`config.mk`:
```
export PLATFORM = sky130hd
export DESIGN_NAME = ifft_frame_ctrl
export DESIGN_NICKNAME = d
export VERILOG_FILES = /design/src/rtl/ifft_frame_ctrl.sv
export SDC_FILE = /design/constraint.sdc
export NUM_CORES = 1
export LEC_CHECK = 0
export CAP_MARGIN = 20
export CORE_MARGIN = 5
export CORE_UTILIZATION = 45
export DETAILED_ROUTE_END_ITERATION = 10
export PLACE_DENSITY_LB_ADDON = 0.1
export SETUP_SLACK_MARGIN = 0.02
export SYNTH_ARGS = -nofsm -noshare
export SYNTH_HDL_FRONTEND = slang
export SYNTH_SLANG_ARGS = --single-unit
```
`constraint.sdc`:
```
create_clock -name ifft_clk -period 2.7 [get_ports ifft_clk]
set_input_delay 0.54 -clock ifft_clk [delete_from_list [all_inputs] [get_ports ifft_clk]]
set_output_delay 0.54 -clock ifft_clk [all_outputs]
set_load 0.02 [all_outputs]
```
`src/rtl/ifft_frame_ctrl.sv`:
```
// Frame sequencer for an AXI-stream IFFT core: configures the core, streams one
// N-sample frame in, drains N results to the DAC. Optional IFFT_FRAME_CTRL_CONTINUOUS_EN.
module ifft_frame_ctrl #(
    parameter int FFT_LEN_LOG2 = 10
) (
    input  logic        ifft_clk,
    input  logic        ifft_rst_n,
    input  logic        start,
    input  logic        abort,
    input  logic        locked,
    input  logic        dac_ready,
    input  logic        dis_out,
    output logic        cfg_tvalid,
    input  logic        cfg_tready,
    output logic [7:0]  cfg_tdata,
    input  logic        src_tvalid,
    output logic        src_tready,
    input  logic [31:0] src_tdata,
    output logic        core_tvalid,
    input  logic        core_tready,
    output logic [31:0] core_tdata,
    output logic        core_tlast,
    input  logic        res_tvalid,
    output logic        res_tready,
    output logic        dac_valid,
    output logic        busy,
    output logic        err,
    output logic [15:0] frame_count,
    output logic [1:0]  state_dbg
);
    // Handshakes: a transfer happens on a rising edge where tvalid and tready are
    // both high; valid never waits on ready, the LOAD path is a pure pass-through.
    typedef enum logic [1:0] {IDLE, CONFIG, LOAD, DRAIN} state_t;

    localparam logic [FFT_LEN_LOG2-1:0] LAST_IDX = '1;

    state_t                  state;
    logic [FFT_LEN_LOG2-1:0] in_cnt;
    logic [FFT_LEN_LOG2-1:0] out_cnt;
    logic                    core_hs;
    logic                    res_hs;

    assign cfg_tvalid  = (state == CONFIG);
    assign cfg_tdata   = 8'h00;
    assign core_tvalid = (state == LOAD) & src_tvalid;
    assign src_tready  = (state == LOAD) & core_tready;
    assign core_tdata  = src_tdata;
    assign core_tlast  = (state == LOAD) & (in_cnt == LAST_IDX);
    assign res_tready  = (state == DRAIN);
    assign dac_valid   = res_tvalid & res_tready & ~dis_out;
    assign busy        = (state != IDLE);
    assign state_dbg   = state;

    assign core_hs = core_tvalid & core_tready;
    assign res_hs  = res_tvalid & res_tready;

    always_ff @(posedge ifft_clk or negedge ifft_rst_n) begin
        if (!ifft_rst_n) begin
            state       <= IDLE;
            in_cnt      <= '0;
            out_cnt     <= '0;
            err         <= 1'b0;
            frame_count <= 16'd0;
        end else if (abort) begin
            state   <= IDLE;
            in_cnt  <= '0;
            out_cnt <= '0;
        end else if (state != IDLE && !locked) begin
            // Losing the clock mid-frame corrupts the output; flag it until next start.
            state   <= IDLE;
            in_cnt  <= '0;
            out_cnt <= '0;
            err     <= 1'b1;
        end else begin
            case (state)
                IDLE: begin
                    if (start && locked && dac_ready) begin
                        state <= CONFIG;
                        err   <= 1'b0;
                    end
                end
                CONFIG: begin
                    if (cfg_tready) state <= LOAD;
                end
                LOAD: begin
                    if (core_hs) begin
                        if (in_cnt == LAST_IDX) begin
                            in_cnt <= '0;
                            state  <= DRAIN;
                        end else begin
                            in_cnt <= in_cnt + 1'b1;
                        end
                    end
                end
                DRAIN: begin
                    if (res_hs) begin
                        if (out_cnt == LAST_IDX) begin
                            out_cnt     <= '0;
                            frame_count <= frame_count + 16'd1;
`ifdef IFFT_FRAME_CTRL_CONTINUOUS_EN
                            // abort and loss of lock were already handled above.
                            state <= LOAD;
`else
                            state <= IDLE;
`endif
                        end else begin
                            out_cnt <= out_cnt + 1'b1;
                        end
                    end
                end
                default: state <= IDLE;
            endcase
        end
    end
endmodule

```
==> Word-level counts from Yosys, hierarchy flattened <==
Cells that the tools add are included.
{ "word_totals": {"output_inout_bits": 66, "input_bits": 43, "mem_count": 0, "wordCells": 67, "register_bits": 39, "latch_bits": 0, "ramBits": 0, "mem_bits_ro": 0} }
{ "op_classes": {"reduce_logical": 17, "mux": 22, "eq_ne": 11, "bitwise": 9, "n_mul": 0, "div_mod_pow": 0, "n_lt_le_gt_ge": 0, "add_sub_neg": 3, "shifts": 0} }
{ "ops": {"columns": ["operator", "n"], "rows": [
  ["10-bit two-way mux", 10],
  ["10-bit by 1-bit adder with 10-bit output, second input constant", 2],
  ["10-bit == test, second input constant", 2],
  ["16-bit by 1-bit adder with 16-bit output, second input constant", 1],
  ["2-bit two-way mux", 8],
  ["4-bit by 2-bit != test with 1-bit output, second input constant", 4],
  ["3-bit nonzero test", 4],
  ["2-bit one-hot mux with 4 select lines", 1],
  ["1-bit AND", 6],
  ["6-bit AND reduction", 1],
  ["2-bit nonzero test", 3],
  ["5-bit AND reduction", 1],
  ["2-bit == test, second input constant", 2],
  ["4-bit by 3-bit != test with 1-bit output, second input constant", 1],
  ["4-bit != test, second input constant", 1],
  ["2-bit AND reduction", 2],
  ["1-bit logical AND", 3],
  ["1-bit two-way mux", 3],
  ["1-bit NOT", 3],
  ["3-bit AND reduction", 1],
  ["2-bit by 1-bit == test with 1-bit output, second input constant", 1],
  ["2-bit zero test", 1],
  ["1-bit zero test", 1]
]} }

==> Logic depth before layout (Yosys ltp) <==
Gate-level depths: netlist of the first run.
{ "logic_depth": {"word_depth": 7, "mapped_depth": 8, "mapped_depth_nobuf": 7} }

==> Worst setup path after synthesis of the first run <==
Ideal clock, no wire load.
{ "synth_timing": {"path_type": "register to register", "start": "reg state[0] (netlist: state_dbg[0])", "end": "reg in_cnt[5]", "t_arrival_ps": 1809, "synth_period_minus_slack_ps": 1941, "setup_ps": 133, "path_stages_with_launch": 9, "setup_slack_ps": 759, "required_ps": 2567, "n_path_buf": 1, "cell_sequence": "dfrtp_1 > inv_1 > ha_1 > o21ba_2 > clkbuf_1 > a21oi_1 > nand3_1 > xor2_1 > nor2_1"} }
{ "synth_via": {"elab_chain_cells": 5, "elab_cells_between_ends": 10, "classes_between": "1 x eq/ne; 2 x mux; 2 x bitwise; 5 x reduce/logical"} }
{ "synth_rtl": {"columns": ["item", "line_no", "text"], "rows": [
  ["start, declared", "37", "state_t state;"],
  ["start signal, assigned", "59", "state <= IDLE;"],
  ["start signal, assigned", "65", "state <= IDLE;"],
  ["start signal, assigned", "70", "state <= IDLE;"],
  ["2-bit == test", "45, 75", null],
  ["1-bit AND", "45", "assign core_tvalid = (state == LOAD) & src_tvalid;"],
  ["1-bit AND", "54", "assign core_hs = core_tvalid & core_tready;"],
  ["3-bit nonzero test (no line)", null, null],
  ["2-bit AND reduction (no line)", null, null],
  ["end signal, assigned", "91", "in_cnt <= in_cnt + 1'b1;"],
  ["end, declared", "38", "logic [FFT_LEN_LOG2-1:0] in_cnt;"]
]} }
Parallel ways exist; a longest one is shown, timed or not.
A chain may end at the register's enable or synchronous reset.

==> Final worst setup path of the first run <==
{ "layout_timing": {"start": "reg state[0] (netlist: state_dbg[0])", "end": "out core_tvalid"} }
{ "layout_via": {"elab_chain_cells": 2} }
{ "layout_rtl": {"columns": ["item", "line_no", "text"], "rows": [
  ["2-bit == test", "45", null],
  ["1-bit AND", "45", null],
  ["end, declared", "19", "output logic core_tvalid,"]
]} }
No other way between the ends.

==> reports/metrics.yaml, run 1 <==
synthesis:
  synth_edf_count: 0
  ys_seq_area_share_pct: 41.5
  syn-instance-count: 251
  synthTopCellsByCount: "40 x buf_4, 39 x dfrtp_1, 29 x nor2_1"
  synth_top_cell_area_share_pct: 41.5
  synth_area_leaders: "dfrtp_1 41%, buf_4 13%, xnor2_1 6.7%, xor2_1 4.8%, nor2_1 4.6%"
  synth_top_area_cell: "dfrtp_1"
  avgSynthCellArea_sq_um: 9.38
  ys.warnings.count: 0
  yosysMostFrequentCell: "buf_4"
  async_flop_share_pct: 100
  synth_flop_cell: "dfrtp_1"
  yosysUniqueCellTypes: 38
  syn_area_sq_um: 2350
  ys_ff_latch: 39
drt:
  vias: 1622
  vias_per_cell: 4.89
  drt_iter0_markers: 52
  drtPass1Iterations: 4
  drc: 0
  routedWlPerCell_um: 14.2
  drt-total-wl_um: 4720
  ant_nets: 0
floorplan:
  io_pins: 109
  die_h_um: 82.3
  fp.coreArea_sq_um: 5110
  core.rowCount: 26
  initial_core_util_pct: 46.1
  die_w_um: 82.3
  die-area_sq_um: 6780
sta:
  slew_viol_final: 0
  slew_headroom_pct: 42.4
  fin_tns_setup_ns: 0
  tightestPinTransition_ns: 0.863
  setup_ws_ns: 0.241
  holdWs_ns: 0.352
  hold_violations: 0
  max_clock_freq_mhz: 407
  min_period_ns: 2.46
  setup_viol_count_final: 0
  fin_skew_ns: 0.0112
  rsz0062_at_grt: "no"
  min_period_over_period_pct: 91.1
power:
  total_power_mw: 1.52
  p_per_area_nw_per_um2: 571
  peakVddDrop_uv: 356
  leakage_nw: 1.18
clock_tree:
  cts.clk_slew.worst_paths_ns: 0.09
  cts_root_buf: "clkbuf_8"
  htreeDepth: 2
  clock_latency_ns: 0.29
  clockBufferDepth: 2
  cts_setup_buffers: 0
  cts_tree: "done"
  cts.sinks: 39
  numCtsBuffers: 5
global_route:
  antenna_found_initial: 0
  grt_util_all_layers_pct: 14.9
  grt_pass1_vias: 1589
  grt_max_degree: 40
  grt_overflow: 0
  grt_pass1_wl_um: 7730
flow_run:
  drv_cap: 0
critical_path:
  reg2reg_depth: 7
  worstPathRequired_ns: 2.16
  worst_setup_path_end_kind: "output pin"
  r2r_start: "state_dbg[1]$_DFFE_PN0P_"
  crit_type: "flip-flop to output pin"
  startpoint_type: "flip-flop"
  rrSetupSlack_ns: 0.65
  crit_arrival_ns: 1.92
  crit_fanout: 7
  r2r_end: "frame_count[15]$_DFFE_PN0P_"
placement:
  hpwl_um: 3520
  dp_slack_ns: 0.310
  gp_congestion: 0.781
  dp.cells: 324
  place_area_sq_um: 2530
  port_buffers: 36
run_status:
  status: "finished clean"
layout:
  nets: 312
  utilization_pct: 52.2
  fillCellCount: 488
  n_antenna_cell: 0
  drive_gt1_share_pct: 7.25
  instances_no_fill: 332
  syn_to_final_growth_pct: 13.3
  final_area_sq_um: 2670
worst_hold_path:
  hp-class: "input port to async pin"
-- timing repair --
item | 4_1_cts | 5_1_grt
hold buffers | 0 | 0
endpoints found under the setup margin | 0 | 1
gates resized for setup | 0 | 1
-- state kept, by name, indices dropped and copies added, names as in the netlist --
register and cells:
out_cnt 10, err 1, in_cnt 10, state_dbg 2, frame_count 16
-- report_power, final --
| group | internal, mW | switching, mW |
|---|---|---|
| registers | 0.602 | 0.0210 |
| logic | 0.129 | 0.192 |
| clock network | 0.370 | 0.210 |
| total | 1.10 | 0.423 |
-- worst max-delay path, stage by stage, from the launching register on --
cell             delay [ns]
dfrtp_1                0.42
inv_1                  0.15
ha_1                   0.30
and2_1                 0.16
clkdlybuf4s50_1        0.60
-- layout make-up --
cell class,instances,area [sq um],area share (%)
well taps,70,87.6,3.28
flip-flops and latches,39,976,36.6
clock inverters,2,60.1,2.25
clock buffers,6,72.6,2.72
inverters,6,22.5,0.844
repair buffers,39,380,14.3
multi-input cells,170,1070,40.1
-- per-layer routing --
layer / vias to the layer above / global-route usage [%] / share of wire [%]
met5: - / 0 / 0
met3: 9 / 3.69 / 7.5
met1: 747 / 20.5 / 49
li1: 814 / - / -
met2: 52 / 22.5 / 42
met4: 0 / 5.81 / 1.3
-- how the worst max path moves through the flow --
stage / start / to / slack [ns]
floorplan: state_dbg[0]$_DFFE_PN0P_ / in_cnt[5]$_DFFE_PN0P_ / 0.76
global placement: res_tvalid / dac_valid / 0.32
detailed placement: res_tvalid / dac_valid / 0.31
finish: state_dbg[0]$_DFFE_PN0P_ / core_tvalid / 0.24
CTS: in_cnt[0]$_DFFE_PN0P_ / core_tlast / 0.13
global route: state_dbg[0]$_DFFE_PN0P_ / core_tvalid / 0.14
-- logic make-up (layout without fill, tap and decap cells) --
family          count (synthesis)  count (layout)  share of synthesized area, %
xor+xnor                       31              31                          11.5
fa+ha+maj                       8               8                          4.25
flops                          39              39                          41.5
buf+inv                        49              53                          14.2
compound gates                 21              21                          5.69
other cells                     1               8                         0.159
simple gates                  102             102                          22.6
-- layout by cell type (no fill, tap or decap), drive strengths merged, types with 3 or more instances in the layout --
cell type / count
xor2: 13
and2: 4
ha: 8
nand2: 24
clkdlybuf4s50: 34
xnor2: 18
o21ai: 5
a21oi: 6
buf: 4
nor3: 4
inv: 6
nand3: 13
and3: 7
dfrtp: 39
nand4: 9
conb: 8
nor4: 3
clkbuf: 6
nor2: 29
No activity file was read; power rests on OpenSTA's default activity.
==> inputs of run 2 (changes only) <==
--- a/config.mk
+++ b/config.mk
@@ -8,6 +8,8 @@
 export CAP_MARGIN = 20
 export CORE_MARGIN = 5
 export CORE_UTILIZATION = 45
+export CTS_CLUSTER_DIAMETER = 30
+export CTS_CLUSTER_SIZE = 14
 export DETAILED_ROUTE_END_ITERATION = 10
 export PLACE_DENSITY_LB_ADDON = 0.1
 export SETUP_SLACK_MARGIN = 0.02
==> results of run 2 <==
No change in the layout: final DEF, timing and power equal those of run 1.
==> inputs of run 3 (changes only) <==
--- a/config.mk
+++ b/config.mk
@@ -5,14 +5,16 @@
 export SDC_FILE = /design/constraint.sdc
 export NUM_CORES = 1
 export LEC_CHECK = 0
+export ABC_AREA = 1
 export CAP_MARGIN = 20
 export CORE_MARGIN = 5
-export CORE_UTILIZATION = 45
+export CORE_UTILIZATION = 47
 export CTS_CLUSTER_DIAMETER = 30
 export CTS_CLUSTER_SIZE = 14
 export DETAILED_ROUTE_END_ITERATION = 10
-export PLACE_DENSITY_LB_ADDON = 0.1
+export PLACE_DENSITY = 0.88
 export SETUP_SLACK_MARGIN = 0.02
+export SKIP_CTS_REPAIR_TIMING = 1
 export SYNTH_ARGS = -nofsm -noshare
 export SYNTH_HDL_FRONTEND = slang
 export SYNTH_SLANG_ARGS = --single-unit
==> reports/metrics.yaml, run 3 <==
run_status:
  status: "finished clean"
global_route:
  grt_util_met1_pct: 17.8
  use_met2_pct: 28.5
  grt_max_degree: 40
  grt_overflow: 0
  grt_pass1_wl_um: 9510
  grtUsageMet3_pct: 3.84
  grt_pass1_vias: 2238
  busiest_layer: "met2"
  antenna_found_initial: 0
  grt_util_all_layers_pct: 15.8
drt:
  routedWlPerCell_um: 12.0
  vias_per_cell: 4.90
  drc: 0
  vias: 2253
  drtPass1Iterations: 4
  ant_nets: 0
  drt_iter0_markers: 102
  drt-total-wl_um: 5500
layout:
  syn_to_final_growth_pct: 8.65
  fillCellCount: 531
  final_common_cell: "nand2_1"
  utilization_pct: 53.0
  multi_input_area_sq_um: 1280
  n_antenna_cell: 0
  top_register: "frame_count"
  nets: 438
  reg_top3: "frame_count (16), in_cnt (10), out_cnt (10)"
  seq_area_sq_um: 976
  final_cell_mix: "108 x nand2_1, 50 x nor2_1, 39 x dfrtp_1"
  largest_reg_flops: 16
  instances_no_fill: 460
  drive_gt1_share_pct: 6.96
clock_tree:
  clockBufferDepth: 2
  cts.sinks: 39
  cts.clk_slew.worst_paths_ns: 0.07
  clock_latency_ns: 0.29
  cts_root_buf: "clkbuf_8"
  numCtsBuffers: 5
  htreeDepth: 2
  cts_tree: "done"
critical_path:
  worstPathRequired_ns: 2.16
  worst_setup_path_end_kind: "output pin"
  crit_fanout: 5
  r2r_start: "state_dbg[1]$_DFFE_PN0P_"
  cp_slowest_cell: "clkdlybuf4s50_1"
  crit_type: "flip-flop to output pin"
  worst-path-buf-inv: 3
  cp_common_cell: "inv_1"
  crit_arrival_ns: 1.95
  crit_family: "buffers and inverters"
  critPathMaxStageDelay_ns: 0.61
  rrSetupSlack_ns: 0.76
  startpoint_type: "flip-flop"
  r2r_end: "frame_count[5]$_DFFE_PN0P_"
  reg2reg_depth: 8
  crit_chain: "inv_1 > ha_1 > inv_1 > nor2_1 > clkdlybuf4s50_1"
placement:
  gp_congestion: 0.835
  port_buffers: 36
  hpwl_um: 4200
  dp.cells: 452
synthesis:
  ys_seq_area_share_pct: 35.9
  synth_top_area_cell: "dfrtp_1"
  yosysUniqueCellTypes: 25
  syn-instance-count: 379
  ys.warnings.count: 0
  syn_area_sq_um: 2720
  avgSynthCellArea_sq_um: 7.17
  synth_edf_count: 0
  synth_flop_cell: "dfrtp_1"
  ys_ff_latch: 39
  yosysMostFrequentCell: "nand2_1"
  synth_area_leaders: "dfrtp_1 36%, nand2_1 15%, buf_4 11%, nor2_1 6.9%, inv_1 5.0%"
  synthTopCellsByCount: "108 x nand2_1, 50 x nor2_1, 40 x buf_4"
  synth_top_cell_area_share_pct: 35.9
  async_flop_share_pct: 100
floorplan:
  initial_core_util_pct: 48.8
  io_pins: 109
  die_w_um: 86.1
  core.rowCount: 27
  die-area_sq_um: 7410
  die_h_um: 86.1
  fp.coreArea_sq_um: 5570
worst_hold_path:
  hp-class: "input port to async pin"
sta:
  min_period_over_period_pct: 92.4
  tightestPinTransition_ns: 0.869
  slew_headroom_pct: 42.1
  fin_tns_setup_ns: 0
  rsz0062_at_grt: "no"
  setup_viol_count_final: 0
  slew_viol_final: 0
  min_period_ns: 2.49
  fin_skew_ns: 0.00266
  hold_violations: 0
  max_clock_freq_mhz: 401
power:
  total_power_mw: 1.49
  peakVddDrop_uv: 205
  p_per_area_nw_per_um2: 503
  leakage_nw: 1.41
flow_run:
  drv_cap: 0
-- run 3: cell count changes after synthesis, sizes merged, moves of 12 or more --
cell   before  now
nand2      24  112
inv         6   41
nor2       29   56
o21ai       5   18
xnor2      18    5
nand3      13   25
-- run 3: layer usage --
| metal | share of wire [%] | vias to the layer above |
|---|---|---|
| met1 | 42 | 1059 |
| met3 | 4.5 | 9 |
| met4 | 1.5 | 0 |
| met5 | 0 | - |
| met2 | 52 | 40 |
| li1 | - | 1145 |
-- run 3: cell families (layout without fill, tap and decap cells) --
kind of cell | after synthesis | after routing | share of synthesized area [%]
buf+inv | 85 | 87 | 17.9
xor+xnor | 14 | 14 | 4.51
simple gates | 206 | 206 | 33.0
fa+ha+maj | 8 | 8 | 3.68
other cells | 1 | 8 | 0.138
compound gates | 26 | 26 | 4.83
flops | 39 | 39 | 35.9
-- run 3: worst max-delay path by stage --
stage	from	end	depth (start not counted)
after floorplan	state_dbg[1]$_DFFE_PN0P_	dac_valid	3
after global placement	src_tvalid	core_tvalid	4
after detailed placement	src_tvalid	core_tvalid	4
after CTS	state_dbg[0]$_DFFE_PN0P_	core_tlast	5
after global routing	in_cnt[0]$_DFFE_PN0P_	core_tlast	6
final	state_dbg[0]$_DFFE_PN0P_	core_tlast	5
-- run 3: per-stage QoR --
| stage | hold slack, ns | cell area [sq um] | worst slack [ns] |
|---|---|---|---|
| after floorplan | 0.244 | 2750 | 0.741 |
| after detailed placement | 0.486 | 2870 | 0.385 |
| final | 0.357 | 2950 | 0.205 |
| after global placement | 0.480 | 2870 | 0.374 |
| after global routing | 0.435 | 2950 | 0.0969 |
| after CTS | 0.388 | 2950 | 0.190 |
-- run 3: power breakdown --
part	leakage [nW]	switching (mW)	total, mW	internal [mW]
clock network	0.0422	0.203	0.384	0.181
logic	0.845	0.289	0.463	0.174
registers	0.526	0.0273	0.638	0.610
-- run 3: layout make-up --
class                   instances  share of cell area [%]
well taps                      72                    3.05
flip-flops and latches         39                    33.0
repair buffers                 38                    12.5
clock buffers                   7                    2.58
clock inverters                 1                   0.169
multi-input cells             262                    43.4
inverters                      41                    5.21
==> variant 1: new RTL, flow settings as in run 1 <==
Add a define of `IFFT_FRAME_CTRL_CONTINUOUS_EN`.
--- a/src/rtl/ifft_frame_ctrl.sv
+++ b/src/rtl/ifft_frame_ctrl.sv
@@ -2,2 +2,4 @@
 // N-sample frame in, drains N results to the DAC. Optional IFFT_FRAME_CTRL_CONTINUOUS_EN.
+`define IFFT_FRAME_CTRL_CONTINUOUS_EN
+
 module ifft_frame_ctrl #(
Formal check against the unedited RTL: same outputs for any inputs over 10 cycles, from zero or initial values and one cycle with ifft_rst_n low; that may be too few to reach the edited logic, so the function may still have changed.
==> variant 1 against run 1 <==
Worst setup slack improved by 0.030 ns; routed wire length increased by 1.4%; core utilization is 0.75 points higher; via count is 6.8% higher; design area increased by 0.80%; sequential cell count unchanged; area after synthesis is 1.2% lower; critical endpoint unchanged; largest cell class unchanged.
Power is not compared: it rests on default switching activity, and its combinational part moved more than twofold at a synthesized area within 25%.
==> variant 1: results <==
global_routing:
  grt_pass1_vias: 1674
  track_usage: 0.154
  grt_use_met1: 0.186
  grtUsageMet3: 0.0395
critical_path:
  rrSetupSlack_ns: 0.47
  rr_endpoint: "frame_count[1]"
  critPathLaunch: "state_dbg[1]"
run_status:
  status: "completed"
yosys:
  muxShareOfSynthArea: 0.00484
  yosys-top-cells-area: "dfrtp_1 42%, buf_4 13%, xnor2_1 5.3%"
  synthXorXnorAreaFrac: 0.0829
  ys_types: 44
  synth-compound-area-share: 0.0980
  yosys.area_share.adder: 0.0161
place:
  dp_cells: 328
  place.gp.congestion: 0.774
  placed_area_um2: 2550
die:
  fp.dieW_um: 81.9
cells_and_area:
  fin_nets: 311
  clk_share: 0.0507
  seq_share: 0.363
  multi_input_area_um2: 1040
  fin_cells: 336
  nClkBuffers: 5
sta:
  slew-limit-headroom: 0.418
  skew_ns: 0.00772
detailed_routing:
  drt_iter0_markers: 65
  wl_um: 4790
## variant 1: cell count changes in the layout (fill, tap and decap cells not counted), moves of 4 or more
| cell | delta |
|---|---|
| xnor2_1 | -4 |
| ha_1 | -5 |
| nor3_1 | +5 |
| a21oi_1 | +4 |
| buf_4 | +7 |
| xor2_1 | -5 |
| nor2_1 | -11 |
| a21o_1 | +4 |
## variant 1: how the worst max path moves through the flow
stage / cells after the start / end / slack [ns]
after floorplan: 5 / frame_count[9] / 0.69
after global placement: 6 / frame_count[9] / 0.21
after detailed placement: 6 / frame_count[9] / 0.19
after CTS: 5 / core_tlast / 0.12
after global routing: 3 / core_tvalid / 0.16
final: 3 / core_tvalid / 0.27
## variant 1: where the power goes
group	internal, uW	leakage [uW]	total, uW	switching (uW)
Clock	369	0.0000644	589	221
Combinational	33.1	0.000574	84.3	51.2
Sequential	585	0.000545	587	2.07
Total	986	0.00118	1260	274
==> variant 2: new RTL, settings of run 1 <==
Made on the original files. Put one more register stage on the output `frame_count`, with the module's reset. The value now appears one clock later. The other outputs are not delayed to match.
--- a/src/rtl/ifft_frame_ctrl.sv
+++ b/src/rtl/ifft_frame_ctrl.sv
@@ -36,2 +36,4 @@
 
+    logic [15:0] frame_count_s0;
+
     state_t                  state;
@@ -62,3 +64,3 @@
             err         <= 1'b0;
-            frame_count <= 16'd0;
+            frame_count_s0 <= 16'd0;
         end else if (abort) begin
@@ -98,3 +100,3 @@
                             out_cnt     <= '0;
-                            frame_count <= frame_count + 16'd1;
+                            frame_count_s0 <= frame_count_s0 + 16'd1;
 `ifdef IFFT_FRAME_CTRL_CONTINUOUS_EN
@@ -114,2 +116,10 @@
     end
+    always_ff @(posedge ifft_clk or negedge ifft_rst_n) begin
+        if (!ifft_rst_n) begin
+            frame_count <= '0;
+        end else begin
+            frame_count <= frame_count_s0;
+        end
+    end
+
 endmodule
Formal check against the unedited RTL: same outputs for any inputs over 10 cycles, from zero or initial values and one cycle with ifft_rst_n low; that may be too few to reach the edited logic, so the function may still have changed.
==> variant 2 against run 1 <==
Critical path depth is 1 higher; core utilization is 0.18 points lower; first-iteration DRC count decreased by 3.8%; area after synthesis grew 16%; highest routed layer unchanged; power grew 11%; global-route usage fell by 1.3 points; routed wire length increased by 2.2%; register-to-register slack worse by 0.32 ns; design area up 16%; largest cell class is now registers; non-clock buffer count up 9; worst setup slack got worse by 0.037 ns; critical endpoint is now dac_valid; sequential cell count grew 16.
==> variant 2: results <==
run_status:
  status: "completed"
detailed_routing:
  firstDrtPassIters: 4
  wl_met1_um: 2170
  wl_met2_um: 2250
  wl_per_cell_um: 13.4
  route.met3.wl_um: 336
  drt_iter0_markers: 50
  routed_via_density: 4.80
power_and_ir_drop:
  p_sw_uw: 502
  leakagePower_uw: 0.00146
  ir_drop_mv: 0.410
  p_comb_uw: 368
  p_seq_uw: 862
yosys:
  muxShareOfSynthArea: 0.0115
  ys_seq_area_frac: 0.505
  synthXorXnorAreaFrac: 0.106
  synth-compound-area-share: 0.0441
  synthCells: 264
  yosys-top-cells-area: "dfrtp_1 51%, buf_4 11%, xor2_1 5.5%"
  synth_common_cells: "55 x dfrtp_1, 40 x buf_4, 35 x nor2_1"
  ys_types: 36
  yosys.area_share.adder: 0.0367
place:
  dp_cells: 352
  place.gp.congestion: 0.782
  dpl_worst_slack_ns: 0.00898
  port_buffers: 36
  place_hpwl_um: 3700
worst_hold_path:
  hold_class: "input port to asynchronous set/reset pin"
clock_tree:
  worstSkewPairLatency_ns: 0.31
  cts_root_buf: "clkbuf_8"
  cts_buffers: 5
  clkSlewWorstSetupHoldPaths_ns: 0.10
  htree_levels: 2
cells_and_area:
  drive_above_1_share: 0.119
  diodes: 0
  fin_nets: 335
  reg_top3: "frame_count: 16 flops, frame_count_s0: 16 flops"
  fin_cells: 360
  fillerInstances: 564
sta:
  fmax_mhz: 401
  skew_ns: 0.00631
  slew_violations: 0
  worstMarginPinSlew_ns: 0.657
global_routing:
  grt_start_max_net_pins: 23
  antenna_found_initial: 0
  track_usage: 0.136
  grt_pass1_wl_um: 8110
  grt_pass1_vias: 1689
critical_path:
  cp.arrival_ns: 1.96
  rrSetupSlack_ns: 0.33
[variant 2: kinds of logic (layout without fill, tap and decap cells)]
kind of cell    Yosys count  in the layout
compound gates           17             17
fa+ha+maj                 8              8
xor+xnor                 32             32
simple gates             98             98
buf+inv                  50             64
mux                       3              3
other cells               1              8
flops                    55             55
[variant 2: worst paths after layout]
check	start	depth (start not counted)	endpoint
worst min register to register	frame_count_s0[15]	0	frame_count[15]
worst max register to register	state_dbg[1]	6	frame_count_s0[11]
worst min-delay path	ifft_rst_n	1	frame_count[11]
min in group ifft_clk	frame_count_s0[15]	0	frame_count[15]
max in group asynchronous	ifft_rst_n	2	frame_count_s0[5]
worst max-delay path	state_dbg[1]	5	dac_valid
[variant 2: layout make-up]
cell class,count,share of cell area
flip-flops and latches,55,0.447
multi-input cells,166,0.338
repair buffers,48,0.145
well taps,75,0.0305
clock buffers,5,0.0223
inverters,8,0.00974
clock inverters,3,0.00731
[variant 2: routing by layer]
metal / global-route usage / vias up
li1: - / 859
met1: 0.180 / 803
met2: 0.214 / 53
met3: 0.0348 / 12
met4: 0.0558 / 0
met5: 0 / -
[variant 2: repair_timing]
action | 4_1_cts | 5_1_grt
hold buffers | 0 | 0
resized for setup | 0 | 2
buffers inserted | 0 | 0
setup endpoints to repair | 0 | 1
endpoints found under the hold margin | 0 | 0
[variant 2: through the flow]
stage	total power, uW	instance area (um^2)	hold slack (ns)
floorplan	1150	2750	0.244
CTS	1720	3070	0.142
detailed placement	1250	2980	0.392
finish	1690	3080	0.139
global route	1790	3080	0.160
global placement	1250	2980	0.387
[variant 2: critical path, cell delays in order, from the launching register on]
cell and delay [ns]:
dfrtp_1 0.42, ha_1 0.29, nand2_2 0.09, buf_4 0.17
nor2_1 0.08, clkdlybuf4s50_1 0.60
